[config.mk]
export PLATFORM = sky130hd
export DESIGN_NAME = jts16_restore
export DESIGN_NICKNAME = d
export VERILOG_FILES = /design/src/rtl/jts16_restore.sv
export SDC_FILE = /design/constraint.sdc
export NUM_CORES = 1
export LEC_CHECK = 0
export ABC_CLOCK_PERIOD_IN_PS = 3200
export CAP_MARGIN = 5
export CELL_PAD_IN_SITES_DETAIL_PLACEMENT = 1
export CELL_PAD_IN_SITES_GLOBAL_PLACEMENT = 1
export CORE_UTILIZATION = 43
export DETAILED_ROUTE_END_ITERATION = 6
export PLACE_DENSITY_LB_ADDON = 0.1
export SETUP_SLACK_MARGIN = 0.15
export SLEW_MARGIN = 20
export SYNTH_ARGS = -nofsm -noshare
export SYNTH_HDL_FRONTEND = slang
export SYNTH_SLANG_ARGS = --single-unit
[constraint.sdc]
create_clock -name clk -period 3.2 [get_ports clk]
set_input_delay 0.48 -clock clk [delete_from_list [all_inputs] [get_ports clk]]
set_output_delay 0.48 -clock clk [all_outputs]
set_load 0.02 [all_outputs]
[src/rtl/jts16_restore.sv]
// NVRAM restore path: pairs ioctl bytes into 16-bit words and replays them as masked
// writes into VRAM, char RAM, palette and object RAM, and restores the tile bank.
module jts16_restore #(
   parameter int VRAMW = 14
) (
   input  logic        clk,
   input  logic        rst_n,
   input  logic        ioctl_ram,
   input  logic        ioctl_wr,
   input  logic [16:0] ioctl_addr,
   input  logic [7:0]  ioctl_dout,
   output logic        ioctl_wait,
   output logic        cpu_halt,
   output logic        ram_req,
   input  logic        ram_ack,
   output logic [14:0] ram_addr,
   output logic [15:0] ram_din,
   output logic [1:0]  ram_dswn,
   output logic        vram_sel,
   output logic        char_sel,
   output logic        pal_sel,
   output logic        obj_sel,
   output logic [5:0]  tile_bank,
   output logic        ovf
);

   typedef enum logic {IDLE, REQ} state_t;

   state_t      state;
   logic        pend;
   logic [7:0]  hi;
   logic [15:0] pend_waddr;
   logic [3:0]  pend_sel;
   logic        hold_valid;
   logic [16:0] hold_addr;
   logic [7:0]  hold_data;
   logic [3:0]  sel;
   logic        ram_act;

   logic        src_valid;
   logic [16:0] src_addr;
   logic [7:0]  src_data;
   logic [4:0]  src_dec;
   logic        src_miss;

   // Result bits: {tile, obj, pal, char, vram}; all zero means the byte is discarded
   function automatic logic [4:0] decode(input logic [16:0] a);
      logic [4:0] d;
      d = 5'b00000;
      if (VRAMW == 32'sd15) begin
         if (a[16] == 1'b0)                  d = 5'b00001;
         else if (a[16:12] == 5'b10000)      d = 5'b00010;
         else if (a[16:12] == 5'b10001)      d = 5'b00100;
         else if (a[16:11] == 6'b100100)     d = 5'b01000;
         else if (a[16:1] == 16'h9400)       d = 5'b10000;
         else                                d = 5'b00000;
      end else begin
         if (a[16:15] == 2'b00)              d = 5'b00001;
         else if (a[16:12] == 5'b01000)      d = 5'b00010;
         else if (a[16:12] == 5'b01001)      d = 5'b00100;
         else if (a[16:11] == 6'b010100)     d = 5'b01000;
         else                                d = 5'b00000;
      end
      return d;
   endfunction

   assign vram_sel   = sel[0];
   assign char_sel   = sel[1];
   assign pal_sel    = sel[2];
   assign obj_sel    = sel[3];
   assign ioctl_wait = (state == REQ) | hold_valid;
   assign cpu_halt   = ram_act | (state != IDLE) | pend;

   // Byte source for this cycle: a held byte takes priority over a fresh strobe
   always_comb begin
      src_valid = 1'b0;
      src_addr  = ioctl_addr;
      src_data  = ioctl_dout;
      if (state == IDLE) begin
         if (hold_valid) begin
            src_valid = 1'b1;
            src_addr  = hold_addr;
            src_data  = hold_data;
         end else begin
            src_valid = ioctl_wr;
         end
      end else begin
         src_valid = 1'b0;
      end
      src_dec  = decode(src_addr);
      src_miss = pend & (src_addr[16:1] != pend_waddr);
   end

   // Word assembly, request handshake and tile bank restore
   always_ff @(posedge clk or negedge rst_n) begin
      if (!rst_n) begin
         state      <= IDLE;
         pend       <= 1'b0;
         hi         <= 8'h00;
         pend_waddr <= 16'h0000;
         pend_sel   <= 4'b0000;
         hold_valid <= 1'b0;
         hold_addr  <= 17'h00000;
         hold_data  <= 8'h00;
         sel        <= 4'b0000;
         ram_act    <= 1'b0;
         ram_req    <= 1'b0;
         ram_addr   <= 15'h0000;
         ram_din    <= 16'h0000;
         ram_dswn   <= 2'b11;
         tile_bank  <= 6'h00;
         ovf        <= 1'b0;
      end else begin
         ram_act <= ioctl_ram;
         if (ioctl_wr && ioctl_wait) begin
            ovf <= 1'b1;
         end
         case (state)
            IDLE: begin
               if (src_valid) begin
                  hold_valid <= 1'b0;
                  if (src_miss) begin
                     // Flush the lone high byte, park the new byte until the ack
                     state      <= REQ;
                     ram_req    <= 1'b1;
                     ram_addr   <= pend_waddr[14:0];
                     ram_din    <= {hi, 8'h00};
                     ram_dswn   <= 2'b01;
                     sel        <= pend_sel;
                     pend       <= 1'b0;
                     hold_valid <= 1'b1;
                     hold_addr  <= src_addr;
                     hold_data  <= src_data;
                  end else if (!src_addr[0]) begin
                     if (|src_dec[3:0]) begin
                        hi         <= src_data;
                        pend       <= 1'b1;
                        pend_waddr <= src_addr[16:1];
                        pend_sel   <= src_dec[3:0];
                     end
                  end else if (src_dec[4]) begin
                     tile_bank <= src_data[5:0];
                     pend      <= 1'b0;
                  end else if (|src_dec[3:0]) begin
                     state    <= REQ;
                     ram_req  <= 1'b1;
                     ram_addr <= src_addr[15:1];
                     ram_din  <= {(pend ? hi : 8'h00), src_data};
                     ram_dswn <= pend ? 2'b00 : 2'b10;
                     sel      <= src_dec[3:0];
                     pend     <= 1'b0;
                  end else begin
                     pend <= 1'b0;
                  end
               end else if (pend && !ioctl_ram) begin
                  state    <= REQ;
                  ram_req  <= 1'b1;
                  ram_addr <= pend_waddr[14:0];
                  ram_din  <= {hi, 8'h00};
                  ram_dswn <= 2'b01;
                  sel      <= pend_sel;
                  pend     <= 1'b0;
               end
            end
            REQ: begin
               if (ram_ack) begin
                  state    <= IDLE;
                  ram_req  <= 1'b0;
                  ram_dswn <= 2'b11;
                  sel      <= 4'b0000;
               end
            end
            default: begin
               state    <= IDLE;
               ram_req  <= 1'b0;
               ram_dswn <= 2'b11;
               sel      <= 4'b0000;
            end
         endcase
      end
   end

endmodule

==> reports/metrics.cfg, run 1 <==
[timing]
grt_setup_unrepaired = false
setup_violations = 0
finalMaxSlewViolations = 0
final-hold-violation-count = 0
finClkSkew_ns = 0.008166
setup_slack_ns = 0.2919
period_needed_ns = 2.908
max_slew_margin_pct = 58.42
max_clock_freq_ghz = 0.3439
finalCritPeriodShare_pct = 90.88
worst_pin_slew_ns = 0.6184

[die]
ios = 77
die-height_um = 109.7
start_util_pct = 45.02
core_area_um2 = 11080
die_x_um = 109.7
rows = 38
die-area_um2 = 12030

[synth]
synthAdderAreaFrac_pct = 0
async_reset_ff_share_pct = 100.0
yosys_most_used_dff = dfrtp_1
synth_seq_area_share_pct = 48.22
muxShareOfSynthArea_pct = 22.23
ys_ff_latch = 96
synth_simple_gate_area_share_pct = 12.24
synth_edf_count = 0
synth_cell_types = 57
yosysWarnings = 0
syn_area_per_cell_um2 = 11.44
synth-compound-area-share_pct = 9.960
synth_cells = 436
synth_top_family_by_area = multiplexers
synthXorXnorAreaFrac_pct = 2.785
syn_area_um2 = 4987

[clock_network]
h-tree-depth = 3
cts_buffers = 9
cts_tree = done
clock-sinks = 96
cts_buffer_depth = 2
cts-root-buf = clkbuf_16
clock_latency_ns = 0.35
ctsHoldBuffers = 0
clkTransAtPathRegs_ns = 0.07

[setup_path]
cp_max_fo = 29
startpoint_type = flip-flop
crit_required_ns = 3.43
end_kind = flip-flop
crit_type = reg2reg
worstPathArrival_ns = 3.14

[drt]
wl_mm = 12.74
post-route-drc-count = 0
drt_iter0_drc = 120
vias = 3644
first_pass_iters = 4
wl_per_cell_um = 19.25
vias_per_cell = 5.505
ant_nets = 0

[global_route]
grt_pass1_vias = 3940
grt_max_degree = 51
gr-total-overflow = 0
antenna_found_initial = 0
grt_first_pass_wirelength_mm = 20.84
grtUsageTotal_pct = 23.31

[cells_and_area]
layout_common_cells = dfrtp_1, clkdlybuf4s50_1, mux2_2
insertedDiodeCount = 0
drive_above_1_share_pct = 22.99
utilization_pct = 56.55
nFillCells = 1198
final_common_cell = dfrtp_1
design_area_um2 = 6265
area_growth_pct = 25.61
nets = 547

[pwr]
power_w = 0.005731
p_per_area_nw_per_um2 = 914.9
power.leakage_nw = 2.710
ir_drop_v = 0.0003671

[run]
maxCapViolCount = 0

[place]
dp_slack_ns = -0.09454
post_dp_cell_area_um2 = 5936
hpwl_mm = 8.966
portBuffers = 70
finalWeightedCongestion = 0.8156

[worst_hold_path]
hold_class = in2async

[outcome]
status = completed

[registers in the layout, indices dropped and copies added, names as in the netlist]
register / cells
pend: 1
ram_req: 1
hi: 8
ram_addr: 15
hold_addr: 17
state: 1
ram_act: 1
sel: 4
ovf: 1
pend_sel: 4
hold_valid: 1
ram_din: 16
ram_dswn: 2
hold_data: 8
pend_waddr: 16
[per-stage QoR]
| stage | setup TNS [ns] | std cells | hold WS [ns] |
|---|---|---|---|
| 6_report | 0 | 662 | 0.1361 |
| 5_1_grt | 0 | 662 | 0.1866 |
| 4_1_cts | 0 | 661 | 0.1687 |
| 3_5_place_dp | -1.091 | 645 | 0.4555 |
| 3_3_place_gp | 0 | 645 | 0.4416 |
| 2_1_floorplan | 0 | 441 | 0.1844 |
[path summary, 6_finish.rpt]
kind / startpoint / endpoint / slack [ns] / depth (start not counted)
max in group asynchronous: rst_n / ram_din[2] / 2.38 / 2
hold reg to reg: ram_dswn[1] / ram_dswn[1] / 0.46 / 2
min in group clk: ram_dswn[1] / ram_dswn[1] / 0.46 / 2
setup reg to reg: state / sel[3] / 0.29 / 10
hold / removal: rst_n / hold_addr[2] / 0.14 / 1
setup / recovery: state / sel[3] / 0.29 / 10
[Yosys cell counts, drive strengths merged (6+ instances only)]
cell type | count | area [um^2]
nor3 | 10 | 55.05
mux2i | 17 | 170.2
buf | 19 | 156.4
o21ai | 31 | 155.1
nor2 | 13 | 48.80
inv | 9 | 33.78
xor2 | 12 | 112.6
nand2b | 6 | 45.04
nor2b | 22 | 140.1
nand2 | 46 | 172.7
a21oi | 9 | 45.04
mux2 | 83 | 938.4
dfrtp | 94 | 2352
clkbuf | 9 | 33.78
[power breakdown]
part           leakage, nW  switching [W]  internal (W)
clock                0.149       0.000468      0.000591
combinational         1.37        0.00128       0.00128
sequential            1.19       0.000385       0.00173
[cell type report]
cell class	instances	area [um^2]	area share, %
multi-input combinational	308	2411	38.49
sequential	96	2405	38.39
timing repair buffer	93	945.9	15.10
clock buffer	12	266.5	4.254
tap	140	175.2	2.796
inverter	9	33.78	0.5392
clock inverter	4	27.53	0.4394
[critical path: stages, from the launching register on]
cell and delay [ns]:
dfrtp_1 0.41, nor2b_2 0.16, buf_12 0.21, mux2_2 0.41
xor2_2 0.31, nor4_4 0.08, a31o_4 0.25, buf_12 0.15
buf_4 0.17, a21o_1 0.26, a221o_1 0.36
[repair_timing]
| action | CTS | global route |
|---|---|---|
| resized for setup | 1 | 5 |
| hold endpoints to repair | 0 | 0 |
| setup buffers | 0 | 1 |
| pin swaps | 0 | 1 |
| setup endpoints to repair | 1 | 61 |
[metal layers]
| layer | global-route usage (%) | up-vias | share of wire, % |
|---|---|---|---|
| met5 | 0 | - | 0 |
| met3 | 3.320 | 18 | 2.6 |
| li1 | - | 1697 | - |
| met1 | 31.74 | 1872 | 47 |
| met4 | 8.476 | 0 | 1.9 |
| met2 | 37.87 | 57 | 49 |
[kinds of logic after synthesis]
| kind of cell | count (synthesis) |
|---|---|
| XOR/XNOR | 15 |
| flip-flops | 96 |
| other | 1 |
| multiplexers | 100 |
| buffers and inverters | 37 |
| AND/OR/NAND/NOR | 115 |
| AO/OA/AOI/OAI | 72 |
Power figures use the tool's default switching activity.
==> run 2: changes to the inputs <==
CORE_ASPECT_RATIO = 1.2   (was default)
CORE_MARGIN = 2   (was default)
PLACE_DENSITY_LB_ADDON = 0.3   (was 0.1)
==> reports/metrics.cfg, run 2 (synthesis gave the netlist of run 1 again) <==
[outcome]
status = completed

[pwr]
p_per_area_nw_per_um2 = 919.7
clockPowerShare_pct = 19.3
power_frac_seq_pct = 36.3
ir_drop_v = 0.0004004
power_w = 0.005834
switchingPower_w = 0.002169
pwr-share-comb_pct = 44.5
swShare_pct = 37.17
power.leakage_nw = 2.746
p_int_w = 0.003665

[timing]
finalMaxSlewViolations = 0
max_slew_margin_pct = 49.55
max_clock_freq_ghz = 0.3469
grt_setup_unrepaired = false
period_needed_ns = 2.882
worst_pin_slew_ns = 0.7567
finalCritPeriodShare_pct = 90.07
setup_violations = 0
final-hold-violation-count = 0
finClkSkew_ns = 0.005627
setup_tns_ns = 0

[global_route]
gr-total-overflow = 0
grtUsageTotal_pct = 22.39
grt_pass1_vias = 4051
grt_first_pass_wirelength_mm = 21.19
antenna_found_initial = 0
grt_max_degree = 56

[setup_path]
end_kind = flip-flop
startpoint_type = input port
cp_max_fo = 7
crit_required_ns = 3.43
crit_type = in2reg
worstPathArrival_ns = 3.11
rr_startpoint = state
startpoint = ioctl_addr[7]

[drt]
wl_per_cell_um = 18.98
wl_mm = 12.98
ant_nets = 0
vias_per_cell = 5.335
first_pass_iters = 4
drt_iter0_drc = 119
vias = 3649
post-route-drc-count = 0

[clock_network]
cts-root-buf = clkbuf_16
clock-sinks = 96
h-tree-depth = 3
cts_buffer_depth = 2
post-cts-setup-buffers = 0
clkTransAtPathRegs_ns = 0.07
clock_latency_ns = 0.35
cts_tree = done
cts_buffers = 9

[place]
finalWeightedCongestion = 0.8272
hpwl_mm = 9.318
portBuffers = 70

[cells_and_area]
nets = 552
drive_above_1_share_pct = 23.91
final_common_cell = dfrtp_1
largest_reg_flops = 17
insertedDiodeCount = 0
layout_common_cells = dfrtp_1, clkdlybuf4s50_1, mux2_2
area_growth_pct = 27.20
top_register = hold_addr
reg.largest.list = hold_addr (17), pend_waddr (16), ram_din (16)

[run]
maxCapViolCount = 0

[die]
die-height_um = 122.0
die_x_um = 102.3
rows = 43
core_area_um2 = 11460
ios = 77
die-area_um2 = 12480
start_util_pct = 43.52

[worst_hold_path]
hold_class = in2async

==> run 2: area by class of cell <==
cell class              count  area (um^2)
inverters                   9        33.78
fillers                  1223         5116
well taps                 157        196.4
clock buffers               9        225.2
clock inverters             7        83.83
multi-input cells         308         2404
repair buffers             98        996.0
flip-flops and latches     96         2405
==> run 2: path summary, 6_finish.rpt <==
kind / cells after the start / to / slack [ns]
max: 9 / ram_addr[0] / 0.32
max in group asynchronous: 2 / hi[5] / 2.29
min: 1 / ram_addr[9] / 0.18
min in group clk: 1 / ram_din[12] / 0.49
max reg2reg: 11 / ram_din[5] / 0.33
min reg2reg: 1 / ram_din[12] / 0.49
==> run 2: repair_timing <==
| action | 4_1_cts | 5_1_grt |
|---|---|---|
| hold buffers | 0 | 0 |
| hold endpoints to repair | 0 | 0 |
| resized for setup | 1 | 4 |
| endpoints found under the setup margin | 6 | 47 |
==> run 2: layer usage <==
metal	routed length, um	track usage [%]	part of all wire (%)	vias up
met5	0	0	0	-
met4	284	7.083	2.2	0
met3	529	5.106	4.1	18
met2	6687	39.19	52	76
met1	5481	27.18	42	1853
li1	-	-	-	1702
==> run 2: worst max-delay path, cell delays in order <==
cell and delay [ns]:
clkdlybuf4s50_1 0.42, or2_2 0.31, a2111oi_2 0.35, nor2_1 0.15
nor4_2 0.37, a31o_4 0.23, buf_4 0.17, mux2_2 0.34
mux2_1 0.28
==> run 2: per-stage QoR <==
stage / instances / util (%) / setup WS [ns] / hold slack [ns] / instance area, um^2
final: 684 / 55.36 / 0.3177 / 0.1793 / 6344
after CTS: 684 / 55.20 / 0.2409 / 0.2300 / 6326
after global routing: 684 / 55.36 / 0.1599 / 0.2510 / 6344
after detailed placement: 668 / 52.48 / -0.02228 / 0.4771 / 6015
after floorplan: 441 / - / 0.5448 / 0.1844 / 5006
after global placement: 668 / 52.48 / 0.04516 / 0.4427 / 6015
==> run 2: power by group through the flow <==
stage | clock [W] | sequential [W] | combinational [W]
floorplan | 0 | 0.00226 | 0.00141
global placement | 0 | 0.00210 | 0.00251
detailed placement | 0 | 0.00214 | 0.00259
CTS | 0.00114 | 0.00212 | 0.00262
global route | 0.00119 | 0.00219 | 0.00281
finish | 0.00112 | 0.00212 | 0.00259
==> edit 1: new RTL, flow settings as in run 1 <==
Put one more register stage on the output `ovf`, without a reset. The value now appears one clock later. The other outputs are not delayed to match.
--- a/src/rtl/jts16_restore.sv
+++ b/src/rtl/jts16_restore.sv
@@ -26,4 +26,6 @@
 
    typedef enum logic {IDLE, REQ} state_t;
+
+   logic ovf_s0;
 
    state_t      state;
@@ -110,9 +112,9 @@
          ram_dswn   <= 2'b11;
          tile_bank  <= 6'h00;
-         ovf        <= 1'b0;
+         ovf_s0     <= 1'b0;
       end else begin
          ram_act <= ioctl_ram;
          if (ioctl_wr && ioctl_wait) begin
-            ovf <= 1'b1;
+            ovf_s0 <= 1'b1;
          end
          case (state)
@@ -181,4 +183,8 @@
    end
 
+   always_ff @(posedge clk) begin
+      ovf <= ovf_s0;
+   end
+
 endmodule
 
Check against the original RTL: not equivalent (Yosys sat finds a counterexample within 4 cycles, from zero or initial values and one cycle with rst_n low).
==> edit 1 against run 1 <==
Sequential cell count grew 1; clock skew grew 1.2 ps; area after synthesis grew 0.40%; routed wire length shrank 0.47%; setup slack lost 5.8 ps; fmax shrank 0.20%; critical path type unchanged; power grew 1.4%; clock power grew 8%; first-iteration DRC count grew 21%; count of clock-buffer cells in the layout shrank 1; design area grew 0.54%.
==> edit 1: results (changes against run 1) <==
* WL/cell at 18.93 um (-1.7%)
* Vias per inst at 5.361 (-2.6%)
* Grt met1 use at 32.10% (+0.36 points)
* Routability cong. at 0.7965 (-2.3%)
* Final Cycle Share at 91.06% (+0.18 points)
* First-pass GRT wire length at 20,560 um (-1.4%)
* Peak supply drop at 0.0004579 V (+25%)
* DR WL met2 at 6079 um (-1.7%)
* Sequential fraction of the synthesis area at 48.43% (+0.21 points)
* RR Startpoint: hold_valid
* Unique masters post-synth at 58 (+1.8%)
* Outcome: complete, no violations
* Grt met3 use at 3.438% (+0.12 points)
* WL met1 at 6018 um (+0.67%)
* Largest net degree at the start of global routing at 57 (+12%)
* Met2 usage at 37.23% (-0.64 points)
* P_int at 3706 uW (+2.9%)
* Final nets at 552 (+0.91%)
* Crit path max fanout at 7 (-76%)
* Iter 0 DRT Violations at 145 (+21%)
* Synth top area cells: dfrtp_1, mux2_2, mux2_1
* Post-DP HPWL at 9051 um (+0.95%)
* CP arrival at 3150 ps (about the same)
* CP Launch Type: register
* Pre-CTS WS at -58.71 ps (+35.84 ps)
* Wire length on met3 at 401 um (+19%)
* Layout cells sized above 1 at 22.77% (-0.22 points)
## edit 1: changes by cell type after synthesis
cell | before | now
dfxtp_1 | 0 | 1
## edit 1: power groups by stage
stage | combinational (uW) | sequential, uW | clock, uW
6_report | 2530 | 2130 | 1150
5_1_grt | 2740 | 2210 | 1230
4_1_cts | 2560 | 2140 | 1180
3_5_place_dp | 2530 | 2150 | 0
3_3_place_gp | 2480 | 2120 | 0
2_1_floorplan | 1410 | 2280 | 0
## edit 1: layout make-up
class                           instances  area share [%]
Tap cell                              143           2.841
Clock buffer                           11           3.695
Timing Repair Buffer                   97           15.16
Multi-Input combinational cell        308           38.00
Sequential cell                        97           38.50
Inverter                                9          0.5364
Clock inverter                          5           1.271
## edit 1: critical path: stages, from the launching register on
cell	delay [ps]
dfrtp_1	390
nor2b_2	200
buf_4	200
mux2_2	400
xor2_1	350
nor4_4	80
a31o_4	260
buf_12	140
buf_4	150
a21o_1	260
a221o_1	370
## edit 1: metrics by stage
stage	std cells	instance area (um2)	utilization [%]	hold WS (ps)	total power [uW]
global route	670	6299	55.40	158.0	6186
global placement	654	5972	52.53	372.4	4597
finish	670	6299	55.40	122.4	5809
CTS	670	6287	55.30	138.1	5875
detailed placement	654	5972	52.53	373.9	4686
floorplan	442	5026	-	184.4	3687
## edit 1: cells by family after synthesis
family | count (synthesis) | synth area share (%)
muxes | 100 | 22.14
other | 1 | 0.07489
buffers and inverters | 37 | 4.472
and+or+nand+nor | 115 | 12.19
DFF | 97 | 48.43
xor gates and xnor gates | 15 | 2.774
AOI/OAI and AO/OA | 72 | 9.920
## edit 1: timing repair
item	CTS	global route
setup endpoints to repair	12	45
resized for setup	1	3
hold endpoints to repair	0	0
==> edit 2: new RTL, flow settings as in run 1 <==
Without the edit above. Make the reset (`rst_n`) synchronous in one clocked block.
--- a/src/rtl/jts16_restore.sv
+++ b/src/rtl/jts16_restore.sv
@@ -93,5 +93,5 @@
 
    // Word assembly, request handshake and tile bank restore
-   always_ff @(posedge clk or negedge rst_n) begin
+   always_ff @(posedge clk) begin
       if (!rst_n) begin
          state      <= IDLE;
Function: differs if rst_n is asserted again (counterexample within 4 cycles, from zero or initial values and one cycle with rst_n low); with rst_n held inactive, the same outputs for 4 cycles.
==> edit 2 against run 1 <==
Cell count up 14%; routed wire length up 12%; count of clock-buffer cells in the layout decreased by 1; via count grew 15%; area after synthesis fell by 3.5%; sequential cell count stayed put; design area down 5.6%; setup slack got worse by 7.0 ps; critical path depth increased by 1; critical path type unchanged; critical endpoint is now hi[0].
Power is not compared: it rests on default switching activity, and its combinational part moved more than twofold at a synthesized area within 25%.
==> edit 2: results (changes against run 1) <==
* DR WL met2 at 6839 um (+11%)
* Post-synth ARST share at 0% (-100 points)
* Cells after synthesis at 544 (+25%)
* # clk buffers at 11 (-1)
* Post-DP HPWL at 9667 um (+7.8%)
* Finished Core Util at 54.34% (-2.2 points)
* CORE AREA at 10,890 um2 (-1.7%)
* Inverter count at 12 (+3)
* Largest net degree at the start of global routing at 41 (-20%)
* Outcome: complete, no violations
* Multi-input gate count at 396 (+29%)
* GRT Total Usage at 25.50% (+2.2 points)
* Sequential fraction of the synthesis area at 39.92% (-8.3 points)
* Clk tree area frac at 4.145% (-0.55 points)
* Pre-CTS WS at 190.0 ps (+284.6 ps)
* Unique masters post-synth at 60 (+5.3%)
* Clock Skews at 6.483 ps (-1.683 ps)
* Total wire length after detailed routing at 14,230 um (+12%)
* Fill count at 1,293 (+7.9%)
* Iter 0 DRT Violations at 158 (+32%)
* Skew-Pair Late Insertion Delay at 380 ps (+30 ps)
* Non-clock buffer share at 15.61% (+0.51 points)
* Area after DPL at 5642 um2 (-5.0%)
* Root buf cell: clkbuf_8
* Clk slew on worst S/H paths at 100 ps (+30 ps)
* Via count at 4,202 (+15%)
-- edit 2: cell types whose count changed after synthesis, sizes merged, moves of 16 or more --
cell	delta
dfxtp	+96
dfrtp	-94
mux2	-69
nor2	+57
a211oi	+29
mux2i	+27
a21oi	+26
nand2	+16
-- edit 2: worst paths after layout --
check               from          end  cells past startpoint  slack [ps]
max           hold_valid        hi[0]                     11         280
min          ram_din[11]  ram_din[11]                      2         460
max reg2reg   hold_valid        hi[0]                     11         280
min reg2reg  ram_din[11]  ram_din[11]                      2         460
-- edit 2: logic make-up after synthesis --
group                     share of synthesized area (%)
muxes                                             12.92
and+or+nand+nor                                   18.14
buffers and inverters                             7.016
AOI/OAI and AO/OA                                 19.39
xor gates and xnor gates                          2.547
DFF                                               39.92
other                                           0.07789
-- edit 2: critical path: stages, from the launching register on --
cell and delay (ps):
dfxtp_1 390, buf_4 230, nor2b_1 160, buf_4 190, o2111a_1 240, a22oi_1 100, a21oi_1 350, and4_2 360
o2111a_1 260, buf_4 230, mux2i_1 220, nor2_1 60
